===== src/rtl/packet_arbiter_if.sv =====
// Signal bundle between the packet sources, the egress arbiter and the downstream sink.
// master = sources/sink side, slave = arbiter side.
interface packet_arbiter_if #(
    parameter int NUM_REQ    = 3,
    parameter int DATA_WIDTH = 64
);
    logic [2*NUM_REQ-1:0]          packet_request;
    logic [NUM_REQ-1:0]            packet_grant;
    logic [NUM_REQ-1:0]            packet_eop;
    logic [NUM_REQ-1:0]            din_valid;
    logic [NUM_REQ-1:0]            din_sop;
    logic [NUM_REQ-1:0]            din_eop;
    logic [NUM_REQ-1:0]            din_error;
    logic [NUM_REQ*DATA_WIDTH-1:0] din_data;
    logic [NUM_REQ*3-1:0]          din_empty;
    logic [NUM_REQ-1:0]            din_ready;
    logic                          dout_ready;
    logic                          dout_valid;
    logic                          dout_sop;
    logic                          dout_eop;
    logic                          dout_error;
    logic [DATA_WIDTH-1:0]         dout_data;
    logic [2:0]                    dout_empty;
    logic [1:0]                    owner;
    logic                          arb_timeout;

    modport master (
        output packet_request, packet_eop, din_valid, din_sop, din_eop, din_error,
               din_data, din_empty, dout_ready,
        input  packet_grant, din_ready, dout_valid, dout_sop, dout_eop, dout_error,
               dout_data, dout_empty, owner, arb_timeout
    );

    modport slave (
        input  packet_request, packet_eop, din_valid, din_sop, din_eop, din_error,
               din_data, din_empty, dout_ready,
        output packet_grant, din_ready, dout_valid, dout_sop, dout_eop, dout_error,
               dout_data, dout_empty, owner, arb_timeout
    );
endinterface


===== src/rtl/packet_arbiter.sv =====
// Priority + round-robin arbiter that multiplexes NUM_REQ Avalon-ST packet sources
// onto one registered egress stream, with a grant timeout for silent sources.
module packet_arbiter #(
    parameter int NUM_REQ       = 3,
    parameter int DATA_WIDTH    = 64,
    parameter int GRANT_TIMEOUT = 64
) (
    input logic             clk,
    input logic             rst,
    packet_arbiter_if.slave bus
);
    localparam int IDX_W = (NUM_REQ > 1) ? $clog2(NUM_REQ) : 1;
    localparam int TMR_W = $clog2(GRANT_TIMEOUT + 1);

    typedef enum logic [1:0] {
        IDLE  = 2'd0,
        GRANT = 2'd1,
        DRAIN = 2'd2
    } state_t;

    state_t state_q, state_n;

    logic [NUM_REQ-1:0] grant_q, grant_n;
    logic [IDX_W-1:0]   owner_q, owner_n;
    logic [IDX_W-1:0]   rr_q, rr_n;
    logic [TMR_W-1:0]   timer_q, timer_n;
    logic               got_beat_q, got_beat_n;
    logic               in_pkt_q, in_pkt_n;
    logic               timeout_q, timeout_n;

    logic [1:0]         max_level;
    logic [IDX_W-1:0]   win_idx;
    logic [IDX_W-1:0]   win_next;
    logic               win_found;
    int                 scan_idx;

    logic                  own_valid;
    logic                  own_sop;
    logic                  own_eop;
    logic                  own_error;
    logic                  own_pkt_eop;
    logic [DATA_WIDTH-1:0] own_data;
    logic [2:0]            own_empty;
    logic                  active;
    logic                  fwd;
    logic                  eop_accept;

    logic                  dout_valid_q;
    logic                  dout_sop_q;
    logic                  dout_eop_q;
    logic                  dout_error_q;
    logic [DATA_WIDTH-1:0] dout_data_q;
    logic [2:0]            dout_empty_q;

    // Highest level wins; among equal levels scan from rr_q upward with wraparound.
    always_comb begin
        max_level = 2'd0;
        win_idx   = '0;
        win_found = 1'b0;
        scan_idx  = 0;
        for (int i = 0; i < NUM_REQ; i++) begin
            if (bus.packet_request[2*i +: 2] > max_level) begin
                max_level = bus.packet_request[2*i +: 2];
            end
        end
        for (int k = 0; k < NUM_REQ; k++) begin
            scan_idx = int'(rr_q) + k;
            if (scan_idx >= NUM_REQ) begin
                scan_idx = scan_idx - NUM_REQ;
            end
            if (!win_found && max_level != 2'd0 &&
                bus.packet_request[2*scan_idx +: 2] == max_level) begin
                win_idx   = scan_idx[IDX_W-1:0];
                win_found = 1'b1;
            end
        end
        win_next = (int'(win_idx) == NUM_REQ - 1) ? '0 : win_idx + 1'b1;
    end

    always_comb begin
        own_valid   = 1'b0;
        own_sop     = 1'b0;
        own_eop     = 1'b0;
        own_error   = 1'b0;
        own_pkt_eop = 1'b0;
        own_data    = '0;
        own_empty   = '0;
        for (int i = 0; i < NUM_REQ; i++) begin
            if (owner_q == IDX_W'(i)) begin
                own_valid   = bus.din_valid[i];
                own_sop     = bus.din_sop[i];
                own_eop     = bus.din_eop[i];
                own_error   = bus.din_error[i];
                own_pkt_eop = bus.packet_eop[i];
                own_data    = bus.din_data[i*DATA_WIDTH +: DATA_WIDTH];
                own_empty   = bus.din_empty[i*3 +: 3];
            end
        end
    end

    // Beats are only forwarded from a sop onward, so a source that was cut off by
    // reset cannot leak the tail of its old packet onto the egress.
    assign active     = (state_q != IDLE);
    assign fwd        = active && own_valid && bus.dout_ready && (own_sop || in_pkt_q);
    assign eop_accept = active && own_valid && bus.dout_ready && own_eop;

    always_comb begin
        state_n    = state_q;
        grant_n    = grant_q;
        owner_n    = owner_q;
        rr_n       = rr_q;
        timer_n    = timer_q;
        got_beat_n = got_beat_q;
        in_pkt_n   = in_pkt_q;
        timeout_n  = 1'b0;

        if (fwd) begin
            in_pkt_n = !own_eop;
        end

        unique case (state_q)
            IDLE: begin
                grant_n    = '0;
                owner_n    = '0;
                timer_n    = '0;
                got_beat_n = 1'b0;
                in_pkt_n   = 1'b0;
                if (win_found) begin
                    grant_n = NUM_REQ'(1) << win_idx;
                    owner_n = win_idx;
                    rr_n    = win_next;
                    state_n = GRANT;
                end
            end
            GRANT, DRAIN: begin
                if (own_valid) begin
                    got_beat_n = 1'b1;
                end else if (!got_beat_q) begin
                    timer_n = timer_q + 1'b1;
                end

                if (!got_beat_q && !own_valid && timer_q == TMR_W'(GRANT_TIMEOUT - 1)) begin
                    state_n   = IDLE;
                    grant_n   = '0;
                    owner_n   = '0;
                    timeout_n = 1'b1;
                end else if (eop_accept && (state_q == DRAIN || own_pkt_eop)) begin
                    state_n = IDLE;
                    grant_n = '0;
                    owner_n = '0;
                end else if (state_q == GRANT && own_pkt_eop) begin
                    state_n = DRAIN;
                    grant_n = '0;
                end
            end
            default: begin
                state_n = IDLE;
                grant_n = '0;
                owner_n = '0;
            end
        endcase
    end

    always_ff @(posedge clk) begin
        if (rst) begin
            state_q    <= IDLE;
            grant_q    <= '0;
            owner_q    <= '0;
            rr_q       <= '0;
            timer_q    <= '0;
            got_beat_q <= 1'b0;
            in_pkt_q   <= 1'b0;
            timeout_q  <= 1'b0;
        end else begin
            state_q    <= state_n;
            grant_q    <= grant_n;
            owner_q    <= owner_n;
            rr_q       <= rr_n;
            timer_q    <= timer_n;
            got_beat_q <= got_beat_n;
            in_pkt_q   <= in_pkt_n;
            timeout_q  <= timeout_n;
        end
    end

    // Egress register stage: one cycle behind the owner's input, forced quiet in IDLE.
    always_ff @(posedge clk) begin
        if (rst || state_q == IDLE) begin
            dout_valid_q <= 1'b0;
            dout_sop_q   <= 1'b0;
            dout_eop_q   <= 1'b0;
            dout_error_q <= 1'b0;
            dout_data_q  <= '0;
            dout_empty_q <= '0;
        end else begin
            dout_valid_q <= fwd;
            dout_sop_q   <= fwd && own_sop;
            dout_eop_q   <= fwd && own_eop;
            dout_error_q <= fwd && own_error;
            dout_data_q  <= own_data;
            dout_empty_q <= own_empty;
        end
    end

    assign bus.din_ready    = {NUM_REQ{bus.dout_ready}};
    assign bus.packet_grant = grant_q;
    assign bus.owner        = 2'(owner_q);
    assign bus.arb_timeout  = timeout_q;
    assign bus.dout_valid   = dout_valid_q;
    assign bus.dout_sop     = dout_sop_q;
    assign bus.dout_eop     = dout_eop_q;
    assign bus.dout_error   = dout_error_q;
    assign bus.dout_data    = dout_data_q;
    assign bus.dout_empty   = dout_empty_q;

    grant_onehot: assert property (@(posedge clk) disable iff (rst) $onehot0(grant_q));
    grant_only_when_active: assert property (@(posedge clk) disable iff (rst)
        (grant_q != '0) |-> (state_q == GRANT));
    timeout_is_pulse: assert property (@(posedge clk) disable iff (rst)
        timeout_q |=> !timeout_q);

endmodule


===== src/flat_wrapper.sv =====
// flat-port wrapper written by rule: the top's interface ports become plain ports
module packet_arbiter_flat 
#(
    parameter int NUM_REQ       = 3,
    parameter int DATA_WIDTH    = 64,
    parameter int GRANT_TIMEOUT = 64
)
  (clk, rst, bus_packet_request, bus_packet_eop, bus_din_valid, bus_din_sop, bus_din_eop, bus_din_error, bus_din_data, bus_din_empty, bus_dout_ready, bus_packet_grant, bus_din_ready, bus_dout_valid, bus_dout_sop, bus_dout_eop, bus_dout_error, bus_dout_data, bus_dout_empty, bus_owner, bus_arb_timeout);
  packet_arbiter_if #(.NUM_REQ(NUM_REQ), .DATA_WIDTH(DATA_WIDTH)) bus_i ();
  input logic clk;
  input logic rst;
  input wire logic [$bits(bus_i.packet_request)-1:0] bus_packet_request;
  input wire logic [$bits(bus_i.packet_eop)-1:0] bus_packet_eop;
  input wire logic [$bits(bus_i.din_valid)-1:0] bus_din_valid;
  input wire logic [$bits(bus_i.din_sop)-1:0] bus_din_sop;
  input wire logic [$bits(bus_i.din_eop)-1:0] bus_din_eop;
  input wire logic [$bits(bus_i.din_error)-1:0] bus_din_error;
  input wire logic [$bits(bus_i.din_data)-1:0] bus_din_data;
  input wire logic [$bits(bus_i.din_empty)-1:0] bus_din_empty;
  input wire logic [$bits(bus_i.dout_ready)-1:0] bus_dout_ready;
  output wire logic [$bits(bus_i.packet_grant)-1:0] bus_packet_grant;
  output wire logic [$bits(bus_i.din_ready)-1:0] bus_din_ready;
  output wire logic [$bits(bus_i.dout_valid)-1:0] bus_dout_valid;
  output wire logic [$bits(bus_i.dout_sop)-1:0] bus_dout_sop;
  output wire logic [$bits(bus_i.dout_eop)-1:0] bus_dout_eop;
  output wire logic [$bits(bus_i.dout_error)-1:0] bus_dout_error;
  output wire logic [$bits(bus_i.dout_data)-1:0] bus_dout_data;
  output wire logic [$bits(bus_i.dout_empty)-1:0] bus_dout_empty;
  output wire logic [$bits(bus_i.owner)-1:0] bus_owner;
  output wire logic [$bits(bus_i.arb_timeout)-1:0] bus_arb_timeout;
  assign bus_i.packet_request = bus_packet_request;
  assign bus_i.packet_eop = bus_packet_eop;
  assign bus_i.din_valid = bus_din_valid;
  assign bus_i.din_sop = bus_din_sop;
  assign bus_i.din_eop = bus_din_eop;
  assign bus_i.din_error = bus_din_error;
  assign bus_i.din_data = bus_din_data;
  assign bus_i.din_empty = bus_din_empty;
  assign bus_i.dout_ready = bus_dout_ready;
  assign bus_packet_grant = bus_i.packet_grant;
  assign bus_din_ready = bus_i.din_ready;
  assign bus_dout_valid = bus_i.dout_valid;
  assign bus_dout_sop = bus_i.dout_sop;
  assign bus_dout_eop = bus_i.dout_eop;
  assign bus_dout_error = bus_i.dout_error;
  assign bus_dout_data = bus_i.dout_data;
  assign bus_dout_empty = bus_i.dout_empty;
  assign bus_owner = bus_i.owner;
  assign bus_arb_timeout = bus_i.arb_timeout;
  packet_arbiter #(.NUM_REQ(NUM_REQ), .DATA_WIDTH(DATA_WIDTH), .GRANT_TIMEOUT(GRANT_TIMEOUT)) u_core (.clk(clk), .rst(rst), .bus(bus_i));
endmodule

===== config.mk =====
export PLATFORM = sky130hd
export DESIGN_NAME = packet_arbiter_flat
export DESIGN_NICKNAME = d
export VERILOG_FILES = /design/src/rtl/packet_arbiter_if.sv /design/src/rtl/packet_arbiter.sv /design/src/flat_wrapper.sv
export SDC_FILE = /design/constraint.sdc
export NUM_CORES = 1
export LEC_CHECK = 0
export BUFFER_PORTS_ARGS = -buffer_cell sky130_fd_sc_hd__buf_2
export CAP_MARGIN = 20
export CELL_PAD_IN_SITES_DETAIL_PLACEMENT = 0
export CELL_PAD_IN_SITES_GLOBAL_PLACEMENT = 1
export CORE_MARGIN = 5
export CORE_UTILIZATION = 29
export CTS_BUF_LIST = sky130_fd_sc_hd__clkbuf_16
export CTS_CLUSTER_DIAMETER = 60
export CTS_CLUSTER_SIZE = 12
export DETAILED_ROUTE_END_ITERATION = 8
export GPL_TIMING_DRIVEN = 0
export PLACE_DENSITY_LB_ADDON = 0.1
export SLEW_MARGIN = 10
export SYNTH_ARGS = -nofsm -noshare
export SYNTH_HDL_FRONTEND = slang
export SYNTH_SLANG_ARGS = --single-unit

===== constraint.sdc =====
create_clock -name clk -period 3.72 [get_ports clk]
set_input_delay 0.558 -clock clk [delete_from_list [all_inputs] [get_ports clk]]
set_output_delay 0.558 -clock clk [all_outputs]
set_load 0.05 [all_outputs]

==> flow_summary.toml, run 1 <==
[run_status]
status = "completed"

[logic_synthesis]
syn_nets = 821
synth_top_area_share_pct = 37.95
synth_area_leaders = "dfxtp_1, mux2i_1, nor2_1, a21oi_1, ha_1"
synthFlopType = "dfxtp_1"
synth-seq-cells = 90
synth_xor_area_share_pct = 1.292
synth_cells = 581
synth_common_cells = "nor2_1, dfxtp_1, mux2i_1"
synth_top_family_by_area = "simple AND/OR/NAND/NOR gates"
synth.largest_area_cell = "dfxtp_1"
synth_edf_count = 0
synthSimpleGateAreaFrac_pct = 19.53
synth_warnings = 0
syn_area_per_cell_sq_um = 8.170
synth_adder_area_share_pct = 3.954
synth_compound_area_share_pct = 15.31
async_flop_share_pct = 0
syn_area_sq_mm = 0.004747
yosysMostFrequentCell = "nor2_1"
synthDistinctLibCells = 55
synth_seq_area_share_pct = 37.95
synth_mux_area_share_pct = 17.11

[drt]
firstDrtPassIters = 4
wl_um = 18310
ant_nets = 0
vias = 5167
drt_iter0_drc = 131
avgRoutedWirePerCell_um = 16.39
avgViaCountPerCell = 4.626
drc = 0

[clocking]
cts_hold_buf = 0
cts_max_level = 3
cts.sinks = 90
cts_tree = "yes"
clockBufferDepth = 2
path_clk_slew_ps = 70
clockRootBuffer = "clkbuf_16"
insertion_delay_ps = 350
cts_made_buffers = 9
cts_resized = 0
post_cts.repair.setup_buffers = 0

[grt]
overflow = 0
grtUsageTotal_pct = 18.52
grt_pass1_vias = 5327
grt_pass1_wl_um = 27100
antenna_found_initial = 1
grt_max_degree = 16

[sta]
skew_ps = 7.545
relSlewSlack_pct = 51.34
tightest_slew_ps = 730.0
fin_ws_ps = 502.6
final-hold-violation-count = 0
drv_slew = 0
fin_crit_ps = 3217
rsz0062_at_grt = "no"
fin_tns_setup_ps = 0
period_share_pct = 86.49
timing.hold.ws_ps = 437.1
fmax_mhz = 310.8
setup_violations = 0

[worst_setup_path]
crit_path_end_kind = "flop"
required_ps = 3980
worstPathArrival_ps = 3480
critPathKind = "in2reg"
crit_fanout = 5
worst_setup_path_start_kind = "primary input"

[pwr]
p_clk_share_pct = 20.8
switching_share_pct = 44.91
vdd_drop_max_v = 0.0002563
internal-power_mw = 2.599
cellLeakagePower_nw = 3.279
pwr-share-seq_pct = 25.5
p_per_area_mw_per_mm2 = 688.3
combPwrFrac_pct = 53.7
p_switching_mw = 2.119

[finish]
final_area_sq_mm = 0.006855
drive_gt1_share_pct = 37.67
finalNetCount = 1135
fillers = 1750
area_growth_pct = 44.41

[run]
max_cap_violations = 0

[placed_design]
place_ws_ps = 148.9
globalplace.congestion = 0.8195
io_buffers = 303
dp_hpwl_um = 15280
place_area_sq_mm = 0.006534

[die]
die_h_um = 137.9
io_pins = 305
dieArea_sq_mm = 0.01903
row_count = 46
die_x_um = 137.9
core_sq_mm = 0.01600
start_util_pct = 29.67

[hold_path]
hp-class = "in2reg"
==> power by group through the flow <==
stage	Sequential, mW	Combinational, mW	Clock (mW)
floorplan	1.74	1.38	0
global placement	1.22	2.53	0
detailed placement	1.22	2.55	0
CTS	1.21	2.56	1.01
global route	1.22	2.77	1.05
finish	1.20	2.53	0.983
==> worst max-delay path, cell delays in order <==
cell      delay [ps]
buf_2            120
inv_1             50
ha_1             270
nor2b_1          150
o21ai_0          260
ha_1             300
nor2b_1          160
nor3_1           350
nor2_1           110
mux2i_1          290
or3b_2           190
o311ai_2         100
or3_4            430
o22ai_2          140
==> placed cells by master, fill, tap and decap left out, drive strengths merged, types with 2 or more instances in the layout <==
| master | count |
|---|---|
| clkinv | 4 |
| nand2 | 20 |
| nor3 | 5 |
| inv | 12 |
| o211ai | 2 |
| nand3 | 12 |
| nand2b | 6 |
| xor2 | 4 |
| buf | 324 |
| o21ai | 15 |
| o22ai | 7 |
| mux2i | 80 |
| o221ai | 2 |
| o21bai | 2 |
| nor3b | 2 |
| or3 | 4 |
| and2 | 2 |
| nand3b | 2 |
| nor2 | 150 |
| bufinv | 2 |
| ha | 15 |
| dfxtp | 90 |
| a21oi | 77 |
| nor2b | 5 |
| clkbuf | 28 |
| or2 | 3 |
| nand4 | 2 |
| xnor2 | 3 |
==> layer usage <==
layer	vias up	track usage, %	wire length [um]
li1	2606	-	-
met1	2352	20.76	7107
met2	178	33.08	9493
met3	29	5.515	1275
met4	2	6.861	418
met5	-	0	13
==> area by class of cell <==
type	count	area (sq um)	share of cell area (%)
Multi-Input combinational cell	439	2715	39.61
Inverter	12	45.04	0.6571
Buffer	40	185.2	2.701
Clock inverter	7	93.84	1.369
Antenna cell	1	2.502	0.03650
Sequential cell	90	1802	26.28
Timing Repair Buffer	303	1516	22.12
Clock buffer	9	225.2	3.285
Tap cell	216	270.3	3.942
==> final timing paths <==
kind	start	end	slack [ps]	depth (start not counted)
max reg2reg	u_core.rr_q[1]$_SDFFE_PP0P_	u_core.bus.packet_grant[0]$_SDFFE_PP0P_	990	11
min reg2reg	u_core.bus.packet_grant[1]$_SDFFE_PP0P_	u_core.bus.packet_grant[1]$_SDFFE_PP0P_	480	2
max	bus_packet_request[3]	u_core.bus.packet_grant[0]$_SDFFE_PP0P_	500	14
min	bus_din_data[79]	u_core.bus.dout_data[15]$_SDFF_PP0_	440	3
==> kinds of logic after synthesis <==
kind of cell             count (synthesis)
flip-flops                              90
XOR/XNOR                                 7
buffers and inverters                   52
multiplexers                            81
adder cells (fa/ha/maj)                 15
AND/OR/NAND/NOR                        216
AO/OA/AOI/OAI                          120
==> sequential cells by signal (all words and copies together) (netlist names) <==
| register | flops |
|---|---|
| u_core.bus.arb_timeout | 1 |
| u_core.bus.dout_data | 64 |
| u_core.bus.dout_empty | 3 |
| u_core.bus.dout_eop | 1 |
| u_core.bus.dout_error | 1 |
| u_core.bus.dout_sop | 1 |
| u_core.bus.dout_valid | 1 |
| u_core.bus.owner | 2 |
| u_core.bus.packet_grant | 3 |
| u_core.got_beat_q | 1 |
| u_core.in_pkt_q | 1 |
| u_core.rr_q | 2 |
| u_core.state_q | 2 |
| u_core.timer_q | 7 |
==> stage by stage <==
step / util, % / power (mW) / cells
3_5_place_dp: 40.84 / 3.779 / 1100
4_1_cts: 42.83 / 4.772 / 1116
5_1_grt: 42.83 / 5.042 / 1116
3_3_place_gp: 40.84 / 3.755 / 1100
6_report: 42.84 / 4.719 / 1117
2_1_floorplan: - / 3.122 / 581
Power figures use the tool's default switching activity.
==> inputs of run 2 (changes only) <==
CORE_MARGIN = 2   (was 5)
==> flow_summary.toml, run 2 (synthesized netlist as in run 1, its figures left out) <==
[finish]
final_cell_mix = "buf_2, nor2_1, dfxtp_1"
n_antenna_cell = 0
area_growth_pct = 43.83
fillers = 1689
largest_reg_flops = 64
drive_gt1_share_pct = 37.56
final_common_cell = "buf_2"
final_area_sq_mm = 0.006828
finalNetCount = 1135
utilization_pct = 42.83

[worst_setup_path]
worstPathArrival_ps = 3470
required_ps = 3980
reg2reg_slack_ps = 1020
reg2reg_from = "u_core.rr_q[1]$_SDFFE_PP0P_"
crit_path_end_kind = "flop"
worst_setup_path_start_kind = "primary input"
critPathKind = "in2reg"
reg2reg_to = "u_core.bus.packet_grant[0]$_SDFFE_PP0P_"
crit_fanout = 6
worst-r2r-cell-count = 11

[die]
row_count = 46
die_h_um = 131.9
core_sq_mm = 0.01594
io_pins = 305
die_x_um = 131.9
dieArea_sq_mm = 0.01741
start_util_pct = 29.78

[clocking]
insertion_delay_ps = 350
cts_tree = "yes"
cts_resized = 0
cts_made_buffers = 9
cts_hold_buf = 0
path_clk_slew_ps = 70
clockRootBuffer = "clkbuf_16"
cts_max_level = 3
post_cts.repair.setup_buffers = 0
cts.sinks = 90
clockBufferDepth = 2

[sta]
fmax_mhz = 311.0
relSlewSlack_pct = 47.32
skew_ps = 11.83
final-hold-violation-count = 0
setup_violations = 0
period_share_pct = 86.43
fin_tns_setup_ps = 0
tightest_slew_ps = 790.2
timing.hold.ws_ps = 434.5
rsz0062_at_grt = "no"
fin_crit_ps = 3215
drv_slew = 0

[hold_path]
whs_endpoint = "u_core.bus.dout_data[55]$_SDFF_PP0_"
hold_start = "bus_din_data[119]"
hp-class = "in2reg"
min_path_cells = 3

[run_status]
status = "completed"

[drt]
avgRoutedWirePerCell_um = 15.43
ant_nets = 0
drt_iter0_drc = 152
wl_um = 17220
drc = 0
avgViaCountPerCell = 4.555
firstDrtPassIters = 4
vias = 5083

[placed_design]
dp_hpwl_um = 14240
io_buffers = 303
globalplace.congestion = 0.8301
place_area_sq_mm = 0.006534

[grt]
antenna_found_initial = 0
overflow = 0
grt_pass1_wl_um = 26880
grt_max_degree = 16
grt_pass1_vias = 5136
grtUsageTotal_pct = 19.37

[pwr]
cellLeakagePower_nw = 3.263
vdd_drop_max_v = 0.0003013
totalPowerFinal_mw = 4.652
p_per_area_mw_per_mm2 = 681.3

[run]
max_cap_violations = 0
run 2: cell types whose count changed in the layout (fill, tap and decap cells not counted):
cell,previous run,this run
inv_6,0,1
clkinv_2,1,0
clkinvlp_4,1,3
clkinv_4,2,0
bufinv_16,2,1
diode_2,1,0
inv_1,12,13
run 2: cell type report:
type	instances	area, sq um	share of cell area (%)
Multi-Input combinational cell	439	2715	39.77
Inverter	12	45.04	0.6597
Buffer	40	185.2	2.712
Clock buffer	9	225.2	3.299
Timing Repair Buffer	303	1516	22.21
Tap cell	216	270.3	3.958
Clock inverter	7	68.82	1.008
Sequential cell	90	1802	26.39
run 2: stage by stage:
stage,instances,worst slack [ps]
after floorplan,581,624.4
final,1116,504.8
after global routing,1116,347.4
after global placement,1100,270.3
after CTS,1116,562.5
after detailed placement,1100,223.8
run 2: worst max-delay path: stages:
cell	delay, ps
buf_2	140
inv_1	60
ha_1	260
nor2b_1	210
o21ai_0	150
ha_1	320
nor2b_1	230
o221ai_1	200
a21oi_1	230
mux2i_1	150
o21ai_4	240
o311ai_2	150
or3_4	420
o22ai_2	150
run 2: per-layer routing:
metal,up-vias,share of wire (%),wire length (um),track usage (%)
met5,-,0,0,0
met4,0,1.8,310,5.918
met2,174,51,8785,35.56
li1,2606,-,-,-
met1,2282,41,7050,22.29
met3,21,6.2,1073,4.344
run 2: worst max-delay path by stage:
stage / endpoint / startpoint / cells after the start
after floorplan: u_core.state_q[1]$_SDFFE_PP0P_ / bus_packet_request[3] / 12
after global placement: u_core.bus.owner[0]$_SDFFE_PP0P_ / bus_packet_request[3] / 14
after detailed placement: u_core.bus.packet_grant[0]$_SDFFE_PP0P_ / bus_packet_request[3] / 14
after CTS: u_core.bus.packet_grant[0]$_SDFFE_PP0P_ / bus_packet_request[3] / 14
after global routing: u_core.bus.packet_grant[0]$_SDFFE_PP0P_ / bus_packet_request[3] / 14
final: u_core.bus.packet_grant[0]$_SDFFE_PP0P_ / bus_packet_request[3] / 14
run 2: report_power, final:
group / leakage (nW) / total, mW / switching [mW] / internal (mW)
clock network: 0.137 / 0.918 / 0.400 / 0.519
registers: 0.732 / 1.20 / 0.0631 / 1.14
logic: 2.39 / 2.53 / 1.66 / 0.872
